<file path="src/rtl/instr_mem_loader.sv">
// Boot-time instruction loader: assembles bytes into LE words, writes imem.
// Optional CHECKSUM output enabled by INSTR_LOADER_CHECKSUM_EN.
module instr_mem_loader #(
  parameter logic [31:0] BASE_ADDR = 32'h0000_0000,
  parameter int          MAX_WORDS = 256,
  parameter int          CNT_WIDTH = 9
) (
  input  logic                 CLK,
  input  logic                 RESET,
  input  logic                 START,
  input  logic [CNT_WIDTH-1:0] NUM_WORDS,
  input  logic [7:0]           BYTE_IN,
  input  logic                 BYTE_VALID,
  output logic                 BYTE_READY,
  output logic                 MEM_WRITE,
  output logic [31:0]          MEM_ADDRESS,
  output logic [31:0]          MEM_WRITEDATA,
  input  logic                 MEM_BUSYWAIT,
  output logic                 CPU_HOLD,
  output logic                 DONE,
`ifdef INSTR_LOADER_CHECKSUM_EN
  output logic [31:0]          CHECKSUM,
`endif
  output logic                 ERROR
);

  typedef enum logic [2:0] {
    S_IDLE,
    S_COLLECT,
    S_WRITE,
    S_WAIT,
    S_DONE
  } state_t;

  localparam logic [CNT_WIDTH-1:0] MAXW =
    CNT_WIDTH'(MAX_WORDS);

  state_t               state_q;
  state_t               state_d;
  logic [CNT_WIDTH-1:0] idx_q;
  logic [CNT_WIDTH-1:0] idx_nxt;
  logic [CNT_WIDTH-1:0] cnt_q;
  logic [1:0]           bcnt_q;
  logic [31:0]          asm_q;
  logic                 err_q;

  logic idle_like;
  logic start_bad;
  logic start_zero;
  logic start_go;
  logic byte_fire;
  logic wr_done;
  logic last_word;

  assign idle_like  = (state_q == S_IDLE) ||
                      (state_q == S_DONE);
  assign start_bad  = idle_like && START &&
                      (NUM_WORDS > MAXW);
  assign start_zero = idle_like && START &&
                      (NUM_WORDS == '0);
  assign start_go   = idle_like && START &&
                      !(NUM_WORDS > MAXW) &&
                      (NUM_WORDS != '0);
  assign byte_fire  = (state_q == S_COLLECT) &&
                      BYTE_VALID;
  assign wr_done    = (state_q == S_WAIT) &&
                      !MEM_BUSYWAIT;
  assign idx_nxt    = idx_q + 1'b1;
  assign last_word  = (idx_nxt == cnt_q);

  // State register.
  always_ff @(posedge CLK or negedge RESET) begin
    if (!RESET) state_q <= S_IDLE;
    else        state_q <= state_d;
  end

  // Next-state decode.
  always_comb begin
    state_d = state_q;
    unique case (state_q)
      S_IDLE, S_DONE: begin
        if (start_bad)       state_d = S_IDLE;
        else if (start_zero) state_d = S_DONE;
        else if (start_go)   state_d = S_COLLECT;
      end
      S_COLLECT: begin
        if (byte_fire && (bcnt_q == 2'd3))
          state_d = S_WRITE;
      end
      S_WRITE: state_d = S_WAIT;
      S_WAIT: begin
        if (!MEM_BUSYWAIT)
          state_d = last_word ? S_DONE : S_COLLECT;
      end
      default: state_d = S_IDLE;
    endcase
  end

  // Word index, byte assembly and error flag.
  always_ff @(posedge CLK or negedge RESET) begin
    if (!RESET) begin
      idx_q  <= '0;
      cnt_q  <= '0;
      bcnt_q <= '0;
      asm_q  <= '0;
      err_q  <= 1'b0;
    end else begin
      if (start_bad) err_q <= 1'b1;
      if (start_zero || start_go) begin
        err_q  <= 1'b0;
        idx_q  <= '0;
        bcnt_q <= '0;
        cnt_q  <= NUM_WORDS;
      end
      if (byte_fire) begin
        asm_q[{bcnt_q, 3'b000} +: 8] <= BYTE_IN;
        bcnt_q <= bcnt_q + 2'd1;
      end
      if (wr_done) begin
        idx_q  <= idx_nxt;
        bcnt_q <= '0;
      end
    end
  end

`ifdef INSTR_LOADER_CHECKSUM_EN
  logic [31:0] csum_q;

  // Running XOR of completed words for this load.
  always_ff @(posedge CLK or negedge RESET) begin
    if (!RESET)                      csum_q <= '0;
    else if (start_zero || start_go) csum_q <= '0;
    else if (wr_done)                csum_q <= csum_q ^ asm_q;
  end

  assign CHECKSUM = csum_q;
`endif

  // Address/data are gated so they read 0 outside a write.
  assign BYTE_READY    = (state_q == S_COLLECT);
  assign MEM_WRITE     = (state_q == S_WRITE) ||
                         (state_q == S_WAIT);
  assign MEM_ADDRESS   = MEM_WRITE ?
                         BASE_ADDR + (32'(idx_q) << 2) :
                         32'h0;
  assign MEM_WRITEDATA = MEM_WRITE ? asm_q : 32'h0;
  assign CPU_HOLD      = (state_q == S_COLLECT) ||
                         MEM_WRITE;
  assign DONE          = (state_q == S_DONE);
  assign ERROR         = err_q;

endmodule

</file>
<file path="config.mk">
export PLATFORM = sky130hd
export DESIGN_NAME = instr_mem_loader
export DESIGN_NICKNAME = d
export VERILOG_FILES = /design/src/rtl/instr_mem_loader.sv
export SDC_FILE = /design/constraint.sdc
export NUM_CORES = 1
export LEC_CHECK = 0
export BUFFER_PORTS_ARGS = -buffer_cell sky130_fd_sc_hd__buf_2
export CAP_MARGIN = 20
export CORE_MARGIN = 8
export CORE_UTILIZATION = 56
export DETAILED_ROUTE_END_ITERATION = 12
export GPL_ROUTABILITY_DRIVEN = 0
export PLACE_DENSITY = 0.85
export SYNTH_ARGS = -nofsm -noshare
export SYNTH_HDL_FRONTEND = slang
export SYNTH_SLANG_ARGS = --single-unit
</file>
<file path="constraint.sdc">
create_clock -name CLK -period 3.7 [get_ports CLK]
set_input_delay 0.37 -clock CLK [delete_from_list [all_inputs] [get_ports CLK]]
set_output_delay 0.37 -clock CLK [all_outputs]
set_load 0.01 [all_outputs]
</file>
==> flow_metrics.env <==
export IMPL_clkTransAtPathRegs_ps=90
export IMPL_p_sw_mw=0.744
export IMPL_hold_path_depth=2
export IMPL_p_int_mw=1.24
export IMPL_numPlacedInstances=485
export IMPL_fp_dieW_um=91.6
export IMPL_dieArea_mm2=0.00839
export IMPL_grt_util_all_layers=0.173
export IMPL_vias=2536
export IMPL_grt_max_degree=44
export IMPL_pwr_share_seq=0.462
export IMPL_wl_per_cell_um=14.2
export IMPL_ctsHoldBuffers=1
export IMPL_synth_cells=359
export IMPL_grt_pass1_wl_um=12100
export IMPL_finalSetupViolations=0
export IMPL_ys_warnings_count=0
export IMPL_syn_area_mm2=0.00320
export IMPL_reg2regPathDepth=5
export IMPL_start_util=0.581
export IMPL_power_frac_clock=0.174
export IMPL_final_max_slew_viol_count=0
export IMPL_fillerInstances=481
export IMPL_synth_top_area_frac=0.438
export IMPL_path_max_fanout=8
export IMPL_max_slew_margin=0.432
export IMPL_cts_root_buf="clkbuf_8"
export IMPL_synth_edff_count=0
export IMPL_ctsResizeCount=0
export IMPL_combPwrFrac=0.364
export IMPL_yosys_area_top_type="dfrtp_1"
export IMPL_synthSimpleGateAreaFrac=0.270
export IMPL_cp_start_kind="flop"
export IMPL_ir_drop_uv=298
export IMPL_final_cells=495
export IMPL_synth_mux_area_frac=0.0391
export IMPL_p_leak_nw=1.76
export IMPL_hold_path_class="input pin to flop"
export IMPL_cp_data_required_time_ps=3940
export IMPL_diodes=0
export IMPL_fin_crit_ps=2070
export IMPL_tns_ps=0
export IMPL_hold_viol_final=0
export IMPL_ff_latch_area_mm2=0.00140
export IMPL_timing_fmax_ghz=0.484
export IMPL_io_pins=91
export IMPL_fp_coreArea_mm2=0.00551
export IMPL_multi_input_area_mm2=0.00164
export IMPL_post_cts_buffers=0
export IMPL_tightest_slew_ps=850
export IMPL_ys_seq_area_frac=0.438
export IMPL_clock_sinks=56
export IMPL_rsz0062_at_grt="false"
export IMPL_port_buffers=67
export IMPL_powerDensity_mw_per_mm2=551
export IMPL_drtAntennaViolNets=0
export IMPL_drive_gt1_frac=0.222
export IMPL_drt_initial_drc_count=68
export IMPL_tritoncts="done"
export IMPL_end_kind="flop"
export IMPL_sw_frac_of_total=0.375
export IMPL_clock_latency_ps=310
export IMPL_status="completed"
export IMPL_wirelength_um=7020
export IMPL_final_nets=450
export IMPL_grt_pass1_vias=2603
export IMPL_avgSynthCellArea_um2=8.91
export IMPL_period_share=0.559
export IMPL_synth_cell_type_count=46
export IMPL_rows=27
export IMPL_synth_compound_area_frac=0.113
export IMPL_synth_xor_area_share=0.0383
export IMPL_synth_top_flop_cell="dfrtp_1"
export IMPL_synth_area_top_cells="dfrtp_1, nand2_1, and2_1"
export IMPL_synth_top_family_by_area="simple AND/OR/NAND/NOR gates"
export IMPL_dpl_hpwl_um=5380
export IMPL_route_detailed_drc=0
export IMPL_synthArstFlopShare=1.00
export IMPL_vias_per_cell=5.12
export IMPL_antenna_found_initial=0
export IMPL_syn_to_final_growth_pct=12.7
export IMPL_cts_buffers=5
export IMPL_path_class="flop to flop"
export IMPL_synth_fa_ha_area_frac=0.0235
export IMPL_ys_seq_elements=56
export IMPL_clock_path_buffers=2
export IMPL_dieHeight_um=91.6
export IMPL_h_tree_depth=2
export IMPL_clock_skew_final_ps=2.58
export IMPL_maxCapViolCount=0
export IMPL_first_pass_iters=4
export IMPL_worstPathArrival_ps=2300
export IMPL_globalRouteOverflowTotal=0
-- metrics by stage --
stage	power [mW]	worst slack [ps]	util	area [um^2]	hold WS [ps]
after floorplan	1.46	1940	-	3280	74.4
after global routing	2.15	1360	0.655	3600	298
after detailed placement	1.64	1450	0.633	3490	309
final	1.98	1630	0.655	3600	297
after global placement	1.61	1550	0.633	3490	304
after CTS	1.99	1100	0.652	3590	289
-- routing by layer --
| layer | share of wire | up-vias | track usage |
|---|---|---|---|
| met5 | 0 | - | 0 |
| met4 | 0.0080 | 0 | 0.0477 |
| met3 | 0.081 | 7 | 0.0535 |
| met2 | 0.49 | 84 | 0.309 |
| met1 | 0.42 | 1172 | 0.191 |
| li1 | - | 1273 | - |
-- synthesized netlist by cell type (all sizes together) (2+ instances only) --
cell type  count
nand2         81
dfrtp         56
o21ai         48
and2          45
buf           29
nor2          13
xnor2         12
nand3         10
clkbuf         7
mux2           7
ha             6
nor3           5
inv            4
nor3b          4
o31ai          3
a21oi          2
a31oi          2
mux2i          2
nand2b         2
nand4          2
or4            2
xor2           2
-- path summary, 6_finish.rpt --
path	startpoint	endpoint	slack [ps]
max	bcnt_q[0]$_DFFE_PN0P_	asm_q[12]$_DFFE_PN0P_	1630
min	NUM_WORDS[2]	cnt_q[2]$_DFFE_PN0P_	300
max reg2reg	bcnt_q[0]$_DFFE_PN0P_	asm_q[12]$_DFFE_PN0P_	1630
min reg2reg	asm_q[9]$_DFFE_PN0P_	asm_q[9]$_DFFE_PN0P_	480
max in group asynchronous	RESET	asm_q[31]$_DFFE_PN0P_	2380
min in group asynchronous	RESET	idx_q[7]$_DFFE_PN0P_	500
-- cell usage in the layout (no fill, tap or decap), types with 2 or more instances in the layout --
master,count
a21oi_1,2
nand2_1,81
or4_4,2
mux2i_1,2
clkbuf_8,6
mux2_4,7
nor3b_1,3
nor3_1,4
nor2_1,12
ha_1,6
xor2_1,2
xnor2_1,12
nand4_1,2
dfrtp_1,56
buf_2,67
nand2b_1,2
clkinv_2,2
o21ai_0,2
o31ai_1,3
and2_1,45
conb_1,23
o21ai_1,45
inv_1,3
nand3_1,9
-- cells by family after synthesis --
family / Yosys count
and+or+nand+nor: 171
AOI/OAI and AO/OA: 62
DFF: 56
buffers and inverters: 40
xor gates and xnor gates: 14
muxes: 9
adders and majority gates: 6
other: 1
-- sequential cells by signal, summed over array words and instances (netlist names) --
register  cells
asm_q        32
cnt_q         9
idx_q         9
state_q       3
bcnt_q        2
ERROR         1
-- worst max-delay path, cell delays in order (launching register included) --
cell and delay [ps]:
dfrtp_1 470, inv_1 140, ha_1 380, nor3b_1 720
nand2_1 140, o21ai_1 140
-- power by group through the flow --
stage               clock, mW  combinational, mW  sequential [mW]
floorplan                   0              0.573            0.889
global placement            0              0.689            0.917
detailed placement          0              0.716            0.929
CTS                     0.352              0.720            0.916
global route            0.379              0.828            0.942
finish                  0.345              0.723            0.917
-- area by class of cell --
type                    count  share of cell area
clock buffers               6              0.0229
clock inverters             2             0.00278
inverters                   4             0.00417
multi-input cells         285               0.454
flip-flops and latches     56               0.389
well taps                  72              0.0250
repair buffers             70               0.102
Power figures use the tool's default switching activity.
